$ cat config.mk
export PLATFORM = sky130hd
export DESIGN_NAME = explored_search_engine
export DESIGN_NICKNAME = d
export VERILOG_FILES = /design/src/rtl/explored_search_engine.sv
export SDC_FILE = /design/constraint.sdc
export NUM_CORES = 1
export LEC_CHECK = 0
export BUFFER_PORTS_ARGS = -buffer_cell sky130_fd_sc_hd__clkbuf_2
export CAP_MARGIN = 40
export CORE_AREA = 5 5 231 233
export CTS_CLUSTER_SIZE = 14
export DETAILED_ROUTE_END_ITERATION = 8
export DIE_AREA = 0 0 236 238
export GPL_TIMING_DRIVEN = 0
export REMOVE_ABC_BUFFERS = 1
export SLEW_MARGIN = 30
export SYNTH_ARGS = -nofsm -noshare
export SYNTH_HDL_FRONTEND = slang
export SYNTH_SLANG_ARGS = --single-unit
$ cat constraint.sdc
create_clock -name clk -period 2.6 [get_ports clk]
set_input_delay 0 -clock clk [delete_from_list [all_inputs] [get_ports clk]]
set_output_delay 0 -clock clk [all_outputs]
set_load 0.1 [all_outputs]
$ cat src/rtl/explored_search_engine.sv
// Linear search over the explored-node RAM: membership, record fetch and free-slot lookup.
// Reads issue one address per cycle; compare results come back through an RD_LAT-deep tag pipeline.
module explored_search_engine #(
    parameter int DEPTH   = 255,
    parameter int ADDR_W  = 12,
    parameter int REC_W   = 272,
    parameter int KEY_W   = 16,
    parameter int KEY_LSB = 224,
    parameter int RD_LAT  = 1
) (
    input  logic              clk,
    input  logic              reset,
    input  logic              start,
    input  logic              abort,
    input  logic [1:0]        mode,
    input  logic [KEY_W-1:0]  key,
    output logic [ADDR_W-1:0] rd_addr,
    output logic              rd_en,
    input  logic [REC_W-1:0]  rd_data,
    output logic              busy,
    output logic              done,
    output logic              found,
    output logic              full,
    output logic [ADDR_W-1:0] hit_addr,
    output logic [REC_W-1:0]  hit_record
);

    localparam int CNT_W = ADDR_W + 1;
    localparam logic [CNT_W-1:0]  DEPTH_C = CNT_W'(DEPTH);
    localparam logic [ADDR_W-1:0] LAST_C  = ADDR_W'(DEPTH - 1);

    typedef enum logic [1:0] {IDLE, SCAN, DONE} state_t;

    state_t              state;
    logic [CNT_W-1:0]    cnt;
    logic [KEY_W-1:0]    key_q;
    logic [1:0]          mode_q;
    logic                decided;
    logic [RD_LAT-1:0]   vld_pipe;
    logic [ADDR_W-1:0]   tag_pipe [RD_LAT];

    logic [KEY_W-1:0]    rec_key;
    logic [ADDR_W-1:0]   head_tag;
    logic                head_vld;
    logic                is_match;
    logic                is_empty;
    logic                is_last;
    logic                is_slot;
    logic                is_fetch;
    logic                decide;
    logic                issue;

    // Compare side: matching takes priority over empty, so a zero key finds the first empty entry.
    always_comb begin
        rec_key  = rd_data[KEY_LSB +: KEY_W];
        head_tag = tag_pipe[RD_LAT-1];
        head_vld = vld_pipe[RD_LAT-1] && (state == SCAN) && !decided;
        is_match = (rec_key == key_q);
        is_empty = (rec_key == '0);
        is_last  = (head_tag == LAST_C);
        is_slot  = (mode_q == 2'd2);
        is_fetch = (mode_q == 2'd1);
        decide   = head_vld && (is_match || is_empty || is_last);
        issue    = (state == SCAN) && !decided && !decide && (cnt < DEPTH_C);
    end

    assign rd_en   = issue;
    assign rd_addr = issue ? cnt[ADDR_W-1:0] : '0;

    always_ff @(posedge clk) begin
        tag_pipe[0] <= cnt[ADDR_W-1:0];
        for (int i = RD_LAT - 1; i >= 1; i--) begin
            tag_pipe[i] <= tag_pipe[i-1];
        end
    end

    // The decision is registered one cycle before DONE so results settle before the done pulse.
    always_ff @(posedge clk) begin
        if (reset) begin
            state      <= IDLE;
            cnt        <= '0;
            key_q      <= '0;
            mode_q     <= '0;
            decided    <= 1'b0;
            vld_pipe   <= '0;
            busy       <= 1'b0;
            done       <= 1'b0;
            found      <= 1'b0;
            full       <= 1'b0;
            hit_addr   <= '0;
            hit_record <= '0;
        end else begin
            done <= 1'b0;
            vld_pipe[0] <= issue;
            for (int i = RD_LAT - 1; i >= 1; i--) begin
                vld_pipe[i] <= vld_pipe[i-1];
            end
            case (state)
                IDLE: begin
                    if (start && !abort) begin
                        state      <= SCAN;
                        key_q      <= key;
                        mode_q     <= mode;
                        cnt        <= '0;
                        decided    <= 1'b0;
                        busy       <= 1'b1;
                        found      <= 1'b0;
                        full       <= 1'b0;
                        hit_addr   <= '0;
                        hit_record <= '0;
                    end
                end
                SCAN: begin
                    if (abort) begin
                        state      <= IDLE;
                        vld_pipe   <= '0;
                        decided    <= 1'b0;
                        busy       <= 1'b0;
                        found      <= 1'b0;
                        full       <= 1'b0;
                        hit_addr   <= '0;
                        hit_record <= '0;
                    end else if (decided) begin
                        state <= DONE;
                        done  <= 1'b1;
                    end else begin
                        if (issue) begin
                            cnt <= cnt + 1'b1;
                        end
                        if (decide) begin
                            decided    <= 1'b1;
                            vld_pipe   <= '0;
                            found      <= is_match || (is_empty && is_slot);
                            full       <= !is_match && !is_empty && is_slot;
                            hit_addr   <= head_tag;
                            hit_record <= (is_match && is_fetch) ? rd_data : '0;
                        end
                    end
                end
                DONE: begin
                    state    <= IDLE;
                    busy     <= 1'b0;
                    decided  <= 1'b0;
                    vld_pipe <= '0;
                    if (abort) begin
                        found      <= 1'b0;
                        full       <= 1'b0;
                        hit_addr   <= '0;
                        hit_record <= '0;
                    end
                end
                default: begin
                    state <= IDLE;
                    busy  <= 1'b0;
                end
            endcase
        end
    end

endmodule

; ---- Word-level counts from Yosys, hierarchy flattened
; Memory sizes are Yosys's and may differ from the RTL's.
; Cells that the tools add are included.
[totals]
register_bits = 323
mem_bits_rw = 12
output_inout_bits = 301
mem_count = 1
[classes]
addsub = 1
n_lt_le_gt_ge = 1
n_eq_ne = 15
muxes = 44
n_bitwise = 1
n_reduce_logical = 30
[mem_list]
columns = memory, depth, word_bits, rd, rd_ports_with_merged_regs, wr, line
row1 = tag_pipe, 1, 12, 1, 0, 1, 40  ; logic [ADDR_W-1:0] tag_pipe [RD_LAT];
[ops]
columns = cell, count
row1 = 272-bit two-way mux, 6
row2 = 272-bit one-hot mux with 3 select lines, 1
row3 = 12-bit two-way mux, 6
row4 = 13-bit two-way mux, 4
row5 = 12-bit one-hot mux with 3 select lines, 1
row6 = 13-bit one-hot mux with 2 select lines, 1
row7 = 16-bit == test, 1
row8 = 16-bit zero test, 1
row9 = 1-bit two-way mux, 16
row10 = 13-bit by 1-bit adder with 13-bit output (second input constant), 1
row11 = 13-bit by 8-bit less-than comparator with 1-bit output (second input constant), 1
row12 = 12-bit by 8-bit == test with 1-bit output (second input constant), 1
row13 = 2-bit inequality test (second input constant), 6
row14 = 1-bit logical AND, 11
row15 = 5-bit AND reduction, 2
row16 = 3-bit inequality test (second input constant), 3
row17 = 1-bit one-hot mux with 3 select lines, 3
row18 = 2-bit AND reduction, 4
row19 = 2-bit two-way mux, 3
row20 = 1-bit zero test, 5
row21 = 2-bit by 1-bit == test with 1-bit output (second input constant), 2
row22 = 2-bit == test (second input constant), 2
row23 = 1-bit one-hot mux with 2 select lines, 2
row24 = 2-bit one-hot mux with 2 select lines, 1
row25 = other kinds (6), 8

; ---- Longest topological paths before layout
; Gate-level depths: netlist of run 1.
[depth]
depth_word = 11
ltp_mapped = 11

; ---- Worst setup path after synthesis of run 1
; Ideal clock, no wire load.
[synth_path]
kind = reg2out
startpoint = register cnt[12]
endpoint = output rd_addr[0]
t_arrival_ns = 2.956
t_required_ns = 2.600
setup_slack_ns = -0.356
stages_incl_launch_ff = 6
path_cell_list = dfxtp_1 or4_1 or3_4 nor2_1 o21a_1 and2_1
[synth_via]
elab_chain_len = 3
[synth_rtl]
columns = item, line
row1 = start: declaration, 35  ; logic [CNT_W-1:0] cnt;
row2 = start signal: assignment, 128  ; cnt <= cnt + 1'b1;
row3 = 13-bit by 8-bit less-than comparator with 1-bit output, 64  ; issue = (state == SCAN) && !decided && !decide && (cnt < DEPTH_C);
row4 = 1-bit logical AND, 64
row5 = named net rd_en, 18  ; output logic rd_en,
row6 = 12-bit two-way mux, 68  ; assign rd_addr = issue ? cnt[ADDR_W-1:0] : '0;
row7 = end: declaration, 17  ; output logic [ADDR_W-1:0] rd_addr,
; The timed path passes the listed nets, and every way through them passes these cells.

; ---- Worst setup path in the final report of run 1
[layout_path]
startpoint = register key_q[7]
endpoint = register hit_record[115]
[layout_via]
elab_chain_len = 7
word_cells_on_any_way = 12
cone_classes = 2 x eq/ne / 5 x mux / 5 x reduce/logical
[layout_rtl]
columns = item, line
row1 = start: declaration, 36  ; logic [KEY_W-1:0] key_q;
row2 = start signal: assignment, 102  ; key_q <= key;
row3 = 16-bit == test (*), 58  ; is_match = (rec_key == key_q);
row4 = 1-bit logical AND, 136  ; hit_record <= (is_match && is_fetch) ? rd_data : '0;
row5 = 272-bit two-way mux, 136
row6 = 272-bit two-way mux, 130  ; if (decide) begin
row7 = 272-bit two-way mux, 123  ; end else if (decided) begin
row8 = 272-bit two-way mux, 114  ; if (abort) begin
row9 = 272-bit one-hot mux with 3 select lines, 98  ; case (state)
row10 = end signal: assignment, 136
row11 = end: declaration, 25  ; output logic [REC_W-1:0] hit_record
; Every way passes the cells marked *; elsewhere a longest branch is shown, timed or not. The select of a mux whose other input is x is not followed.
; A chain may end at the register's enable or synchronous reset.

==> impl_metrics.ini, run 1 <==
[global_routing]
grt_first_pass_wirelength_um = 77500
grt_max_degree = 139
first_global_vias = 14700
grt_overflow_total = 0
antenna_found_initial = 0
grtUsageTotal_pct = 16.5

[floorplan]
die-height_um = 238
placement_row_count = 83
floorplan.die_area_um2 = 56200
initial_utilization_pct = 25.8
io-pin-count = 595
chipWidth_um = 236
placeableCoreArea_um2 = 51000

[sta]
setup_ws_ns = 0.0896
fmaxAchievable_ghz = 0.398
final_min_period_over_clock_period_pct = 96.6
slew_headroom_pct = 44.5
timing_hold_violations_final = 0
drv_slew = 0
final-setup-viol-count = 0
worst_pin_slew_ns = 0.830
final_critical_path_required_period_ns = 2.51
grt_setup_unrepaired = yes
final.setup_skew_ns = 0.0159

[worst_setup_path]
timing.reg2reg.setup_slack_ns = 0.09
worstPathCellList = xor2_1, nor4_2, and4_4, o31a_4, buf_12, buf_16, buf_16, bufbuf_16, nand3_1, o21ai_1
critical-path-top-cell-by-count = buf_16
worst_path_max_fanout = 28
critical_path_cell_count = 10
timing_worst_setup_path_type = reg -> reg
critical_path_buf_inv_count = 4
reg2reg_to = hit_record[115]
rr_startpoint = key_q[7]
ff2ff_path_depth = 10
cp_data_arrival_time_ns = 2.98
cpPeakStageDelay_ns = 0.37
critPathTopFamily = simple AND/OR/NAND/NOR gates
critPathLaunchType = flip-flop
worstSetupEndpointType = flip-flop
worstPathRequired_ns = 3.07
critical-path-slowest-cell = nor4_2

[clocking]
clock-root-buffer = clkbuf_16
cts.clk_slew.worst_paths_ns = 0.06
clock_sink_count = 335
cts_buffers = 39
cts_tree = done
insertion_delay_ns = 0.53
htree_num_levels = 2
max-clock-path-buffers = 3

[synth]
synth_unique_cells = 45
synth_seq_cells = 335
async_flop_share_pct = 0
syn-mean-instance-area_um2 = 8.63
ys_warn_count = 0
dominantRegCellSynth = dfxtp_1
synth_area_leaders = dfxtp_1, nand2b_1, nand3_1
synthCells = 1526
synth_edf_count = 0
synth.yosys.seq_area_share_pct = 50.9
yosys.area.top_type_share_pct = 50.9
synth_area_leader_cell = dfxtp_1
post_synth_instance_area_um2 = 13200

[worst_hold_path]
hold_start = rd_data[202]
holdCritPathClass = in -> reg
min_delay_path_depth = 4
worstHoldEndpoint = hit_record[202]

[placement]
post_placement_setup_slack_ns = -0.824
place.port_buffers = 590
detailedPlacementHpwl_um = 31100
routabilityCongestion = 0.869

[power]
power_mw = 12.3
power.static_leakage_nw = 9.08
powerDensity_nw_per_um2 = 561
power.ir.vdd_worst_mv = 0.452

[drt]
drc_errors = 0
post_drt_antenna_nets = 0
detail_route.iter0.violations = 817
drt_pass1_iterations = 5
routed_via_density = 4.70
totalWireLength_um = 51100
vias = 14500
detail_routed_net_length_per_standard_cell_um = 16.5

[layout]
fill_cells = 4734
multiInputGateArea_um2 = 5950
diodes = 0
finish.net_count = 2685
layout.cells.most_common_list = clkbuf_2, dfxtp_1, dlygate4sd3_1, nand3_1, nand2b_1
mostFrequentLayoutCell = clkbuf_2
layout-drive-gt1-share_pct = 30.2
area_growth_syn_to_layout_pct = 66.9
regArea_um2 = 6710

[outcome]
result_of_the_run = finished clean

[flow_run]
drv.max_cap_violation_count = 0
[cell families after synthesis]
logic type | synth area share (%)
xor+xnor | 1.06
buf+inv | 5.21
simple gates | 28.8
other cells | 0.0285
fa+ha+maj | 0.475
compound gates | 13.5
flops | 50.9
[power breakdown]
group	internal, mW	total, mW	leakage [nW]	switching (mW)
clock	3.47	5.64	0.646	2.17
combinational	0.791	1.52	5.74	0.729
sequential	5.15	5.17	2.70	0.0167
total	9.41	12.3	9.08	2.92
[worst max-delay path by stage]
stage,start,to
finish,key_q[7],hit_record[115]
global route,cnt[8],rd_addr[5]
CTS,cnt[8],rd_addr[1]
detailed placement,key_q[11],hit_record[29]
global placement,key_q[11],hit_record[40]
floorplan,key_q[10],hit_record[10]
[worst min-delay path, cell delays in order]
cell           delay, ns
dlygate4sd3_1       0.52
clkbuf_2            0.09
nand3_1             0.05
o21ai_0             0.06
[layer usage]
metal | part of all wire, % | track usage (%)
met5 | 0 | 0
met4 | 4.7 | 7.62
met3 | 7.2 | 4.60
met2 | 50 | 29.2
met1 | 38 | 18.5
[registers in the layout (all words and copies together), names as in the netlist]
name and flops:
hit_record 272, decided 1, tag_pipe 12, full 1
done 1, hit_addr 12, state 2, key_q 16
mode_q 2, busy 1, cnt 13, found 1
vld_pipe 1
[synthesized netlist by cell type, drive strengths merged, types with 9 or more instances]
| master | instances |
|---|---|
| nor2 | 9 |
| and2 | 12 |
| nand2b | 277 |
| nor4 | 9 |
| clkbuf | 77 |
| a21oi | 43 |
| dfxtp | 335 |
| o21ai | 280 |
| nand2 | 58 |
| xor2 | 16 |
| nand3 | 288 |
| buf | 62 |
[stage by stage]
stage / instances / hold slack [ns] / utilization (%) / area (um2) / TNS [ns]
after detailed placement: 2683 / 0.220 / 33.0 / 16800 / -67.40
after global placement: 2660 / 0.216 / 32.0 / 16300 / -3673.67
after CTS: 3078 / 0.181 / 42.6 / 21700 / 0
after floorplan: 1390 / 0.0691 / - / 12500 / -2481.32
after global routing: 3091 / 0.214 / 43.1 / 22000 / -0.0138
final: 3091 / 0.225 / 43.1 / 22000 / 0
[area by class of cell]
cell class	count	share of cell area (%)
Tap cell	680	3.87
Timing Repair Buffer	952	32.5
Clock buffer	56	5.24
Sequential cell	335	30.5
Multi-Input combinational cell	1054	27.1
Inverter	4	0.0683
Clock inverter	10	0.717
[what timing repair did]
action	4_1_cts	5_1_grt
endpoints found under the setup margin	247	119
gates resized for setup	42	26
cloned	7	6
buffers inserted	10	9
pin swaps	7	5
hold buffers	313	0
endpoints found under the hold margin	310	0
(Power assumes the default switching activity.)
==> inputs of run 2 (changes only) <==
--- a/config.mk
+++ b/config.mk
@@ -12,6 +12,7 @@
 export DETAILED_ROUTE_END_ITERATION = 8
 export DIE_AREA = 0 0 236 238
 export GPL_TIMING_DRIVEN = 0
+export PLACE_DENSITY = 0.49
 export REMOVE_ABC_BUFFERS = 1
 export SLEW_MARGIN = 30
 export SYNTH_ARGS = -nofsm -noshare
==> constraint.sdc (replaced) <==
create_clock -name clk -period 2.27 [get_ports clk]
set_input_delay 0 -clock clk [delete_from_list [all_inputs] [get_ports clk]]
set_output_delay 0 -clock clk [all_outputs]
set_load 0.1 [all_outputs]
==> impl_metrics.ini, run 2 (same netlist as run 1, synthesis figures left out) <==
[outcome]
result_of_the_run = finished with violations
violations = setup timing

[global_routing]
gr-usage-met2_pct = 35.0
grt_first_pass_wirelength_um = 91400
grtUsageTotal_pct = 20.0
busiest_layer = met2
antenna_found_initial = 2
globalRouteMet1Util_pct = 23.0
grt_max_degree = 117
grt_overflow_total = 0
first_global_vias = 16200
grtUsageMet3_pct = 5.06

[layout]
top_register = hit_record
finish.net_count = 2799
layout.cells.most_common_list = clkbuf_2, dfxtp_1, dlygate4sd3_1, nand2b_1, nand3_2
largestRegisters = hit_record (272), key_q (16), cnt (13)
layout-drive-gt1-share_pct = 47.8
mostFrequentLayoutCell = clkbuf_2
largest_register_ffs = 272
layout.core_utilization_pct = 51.6
area_growth_syn_to_layout_pct = 99.9

[flow_run]
drv.max_cap_violation_count = 0

[worst_setup_path]
worst_setup_path_endpoint = hit_record[18]
ff2ff_path_depth = 13
worstSetupEndpointType = flip-flop
reg2reg_to = hit_record[18]
worstPathRequired_ns = 2.71
worst_path_max_fanout = 7
timing_worst_setup_path_type = reg -> reg
worstPathCellList = xor2_2, nor4_4, and4_4, buf_6, o31a_4, buf_6, buf_12, buf_16, buf_16, buf_12, buf_16, nand3_2, o21ai_2
critical-path-slowest-cell = o31a_4
rr_startpoint = key_q[12]
critPathLaunchType = flip-flop
cp_data_arrival_time_ns = 2.87
cpPeakStageDelay_ns = 0.37
startpoint = key_q[12]
critical-path-top-cell-by-count = buf_16
timing.reg2reg.setup_slack_ns = -0.17

[power]
powerDensity_nw_per_um2 = 592
power_mw = 15.6
power.static_leakage_nw = 10.5
power.ir.vdd_worst_mv = 0.429

[drt]
drc_errors = 0
totalWireLength_um = 62800
routed_via_density = 4.80
detail_route.iter0.violations = 684
detail_routed_net_length_per_standard_cell_um = 19.6
post_drt_antenna_nets = 0
drt_pass1_iterations = 5
vias = 15400

[sta]
setup_ws_ns = -0.167
grt_setup_unrepaired = yes
slew_headroom_pct = 46.5
drv_slew = 0
final-setup-viol-count = 170
final_critical_path_required_period_ns = 2.44
worst_pin_slew_ns = 0.801
fmaxAchievable_ghz = 0.410
final_min_period_over_clock_period_pct = 107
finalSetupTns_ns = -12.82
timing_hold_violations_final = 0
final.setup_skew_ns = 0.0110

[floorplan]
io-pin-count = 595
chipWidth_um = 236
die-height_um = 238
floorplan.die_area_um2 = 56200
placeableCoreArea_um2 = 51000
initial_utilization_pct = 25.8
placement_row_count = 83

[clocking]
clock_sink_count = 335
cts_buffers = 40
max-clock-path-buffers = 3
clock-root-buffer = clkbuf_16
cts_tree = done
insertion_delay_ns = 0.54
htree_num_levels = 2
cts.clk_slew.worst_paths_ns = 0.06

[worst_hold_path]
holdCritPathClass = in -> reg
hold_start = reset

[placement]
place.port_buffers = 590
detailedPlacementHpwl_um = 33600
routabilityCongestion = 0.808
-- run 2: critical path, delay by kind of cell (launching register included) --
family,cells,cell delay (ns)
buf+inv,7,0.94
compound gates,2,0.43
simple gates,3,0.39
flops,1,0.35
xor+xnor,1,0.22
-- run 2: worst min-delay path by stage --
stage	cells past startpoint	slack, ns	to
global placement	3	0.22	hit_record[243]
detailed placement	3	0.22	hit_record[218]
global route	2	0.09	busy
finish	2	0.08	state[0]
floorplan	1	0.07	cnt[0]
CTS	2	0.02	state[0]
-- run 2: timing repair --
action                     4_1_cts  5_1_grt
setup buffers                   98       24
gates cloned                    57       14
resized for setup              376      312
setup endpoints to repair      306      305
hold endpoints to repair       300        0
pin swaps                      151      119
hold buffers                   294        0
-- run 2: per-layer routing --
metal  wire length (um)  vias up
met4               2910        0
met1              24000     7386
li1                   -     7207
met2              31800      614
met5                  0        -
met3               4100      188
-- run 2: layout make-up --
type                            count  area, um2
Antenna cell                        3       7.51
Clock buffer                       61       1180
Clock inverter                      8        120
Fill cell                        4406      24700
Inverter                            4       15.0
Multi-Input combinational cell   1054       7870
Sequential cell                   335       6730
Tap cell                          680        851
Timing Repair Buffer             1065       9560
-- run 2: metrics by stage --
step                worst slack [ns]  instance area (um2)  std cells  hold WS (ns)
finish                        -0.167                26300       3210        0.0774
global route                  -0.232                26300       3209        0.0903
CTS                           -0.242                25000       3200        0.0232
detailed placement            -0.876                17000       2687         0.224
global placement              -14.63                16300       2660         0.216
floorplan                      -9.34                12500       1390        0.0691
-- run 2: power breakdown --
part	switching, mW	internal (mW)	leakage [nW]
combinational	1.41	1.79	7.16
clock	2.55	3.91	0.631
sequential	0.0218	5.90	2.71
==> inputs of run 3 (changes only) <==
--- a/config.mk
+++ b/config.mk
@@ -13,7 +13,6 @@
 export DIE_AREA = 0 0 236 238
 export GPL_TIMING_DRIVEN = 0
 export PLACE_DENSITY = 0.49
-export REMOVE_ABC_BUFFERS = 1
 export SLEW_MARGIN = 30
 export SYNTH_ARGS = -nofsm -noshare
 export SYNTH_HDL_FRONTEND = slang
==> impl_metrics.ini, run 3 (same netlist as run 1, synthesis figures left out) <==
[sta]
final_min_period_over_clock_period_pct = 109
slew_headroom_pct = 52.5
drv_slew = 0
worst_pin_slew_ns = 0.713
fmaxAchievable_ghz = 0.404
final_critical_path_required_period_ns = 2.48
grt_setup_unrepaired = yes
final-setup-viol-count = 267
final.setup_skew_ns = 0.0220
finalSetupTns_ns = -20.46
timing_hold_violations_final = 0
setup_ws_ns = -0.206

[power]
power.static_leakage_nw = 10.4
power.ir.vdd_worst_mv = 0.411
powerDensity_nw_per_um2 = 571

[worst_hold_path]
holdCritPathClass = in -> reg
min_delay_path_depth = 4
hold_start = rd_data[198]
worstHoldEndpoint = hit_record[198]

[layout]
largestRegisters = hit_record (272), key_q (16), cnt (13)
layout-drive-gt1-share_pct = 49.5
layout.core_utilization_pct = 51.5
area_growth_syn_to_layout_pct = 99.2
stdcell_count = 3261
largest_register_ffs = 272
mostFrequentLayoutCell = clkbuf_2
multiInputGateArea_um2 = 7940
layout.cells.most_common_list = clkbuf_2, dfxtp_1, dlygate4sd3_1, nand2b_1, nand3_2
finish.net_count = 2849
fill_cells = 4523
regArea_um2 = 6710
top_register = hit_record

[global_routing]
antenna_found_initial = 2
grt_max_degree = 13
grt_first_pass_wirelength_um = 93700
busiest_layer = met2
grtUsageMet3_pct = 4.77
gr-usage-met2_pct = 37.1
grtUsageTotal_pct = 20.8
first_global_vias = 15700
globalRouteMet1Util_pct = 24.6
grt_overflow_total = 0

[drt]
vias = 15600
drt_pass1_iterations = 5
detail_route.iter0.violations = 803
post_drt_antenna_nets = 0
detail_routed_net_length_per_standard_cell_um = 20.1
totalWireLength_um = 65500
drc_errors = 0
routed_via_density = 4.78

[worst_setup_path]
critical_path_cell_count = 6
worstPathCellList = or4_4, or3_4, nor2_4, o21a_4, and2_2, clkbuf_16
critPathTopFamily = simple AND/OR/NAND/NOR gates
timing.reg2reg.setup_slack_ns = -0.17
cpPeakStageDelay_ns = 0.55
worst_path_max_fanout = 5
worstPathRequired_ns = 2.27
rr_startpoint = key_q[6]
timing_worst_setup_path_type = reg -> out
cp_data_arrival_time_ns = 2.48
critPathLaunchType = flip-flop
critical-path-slowest-cell = or4_4
critical_path_buf_inv_count = 1
ff2ff_path_depth = 13
reg2reg_to = hit_record[238]
worstSetupEndpointType = output port

[floorplan]
io-pin-count = 595
placeableCoreArea_um2 = 51000
chipWidth_um = 236
initial_utilization_pct = 25.8
placement_row_count = 83
die-height_um = 238
floorplan.die_area_um2 = 56200

[outcome]
result_of_the_run = finished with violations
violations = setup timing

[clocking]
clock_sink_count = 335
cts.clk_slew.worst_paths_ns = 0.06
clock-root-buffer = clkbuf_16
cts_tree = done
insertion_delay_ns = 0.56
max-clock-path-buffers = 3
htree_num_levels = 2
cts_buffers = 39

[placement]
detailedPlacementHpwl_um = 43000
place.port_buffers = 590
numPlacedInstances = 2800
post_placement_setup_slack_ns = -0.808
routabilityCongestion = 0.914

[flow_run]
drv.max_cap_violation_count = 0
==> run 3: area by class of cell <==
class	count	area share [%]
Timing Repair Buffer	982	30.3
Multi-Input combinational cell	1052	30.2
Sequential cell	335	25.6
Buffer	136	5.99
Clock buffer	55	4.29
Tap cell	680	3.24
Clock inverter	13	0.291
Inverter	4	0.0572
Antenna cell	4	0.0381
==> run 3: worst register-to-register path: stages (launching register included) <==
cell and delay (ns):
dfxtp_2 0.32, xor2_1 0.16, nor4_2 0.35, and4_4 0.31, buf_6 0.11, o31a_1 0.16
buf_6 0.15, buf_12 0.11, buf_16 0.13, buf_12 0.13, buf_16 0.15, buf_16 0.13
nand3_2 0.09, o21ai_2 0.07
==> run 3: stage by stage <==
stage	total power, mW	hold slack [ns]	cell area (um2)
global route	15.5	0.210	26200
CTS	14.7	0.172	24000
floorplan	6.70	0.130	13200
finish	15.0	0.210	26200
global placement	7.28	0.217	17000
detailed placement	7.29	0.222	17000
==> run 3: layer usage <==
layer,up-vias,routed length [um]
met5,-,0
met4,0,3140
met3,194,3840
met2,605,32700
met1,7449,25900
li1,7327,-
==> run 3: what timing repair did <==
| action | CTS | global route |
|---|---|---|
| gates cloned | 30 | 26 |
| endpoints found under the setup margin | 307 | 303 |
| endpoints found under the hold margin | 297 | 0 |
| gates resized for setup | 480 | 460 |
| buffers inserted | 36 | 23 |
| hold buffers | 295 | 0 |
| pin swaps | 120 | 202 |
==> run 3: where the power goes <==
group          switching, mW  leakage, nW  internal, mW
clock network           2.60        0.606          3.46
registers             0.0170         2.70          5.90
logic                   1.41         7.11          1.60
total                   4.02         10.4          11.0
==> run 3: worst max path at each step <==
stage	start	to	slack [ns]
after global routing	cnt[12]	rd_addr[1]	-0.26
after global placement	key_q[5]	hit_record[125]	-0.79
after floorplan	cnt[12]	rd_addr[0]	-0.08
after detailed placement	key_q[5]	hit_record[190]	-0.81
final	cnt[12]	rd_addr[5]	-0.21
after CTS	cnt[12]	rd_addr[5]	-0.22
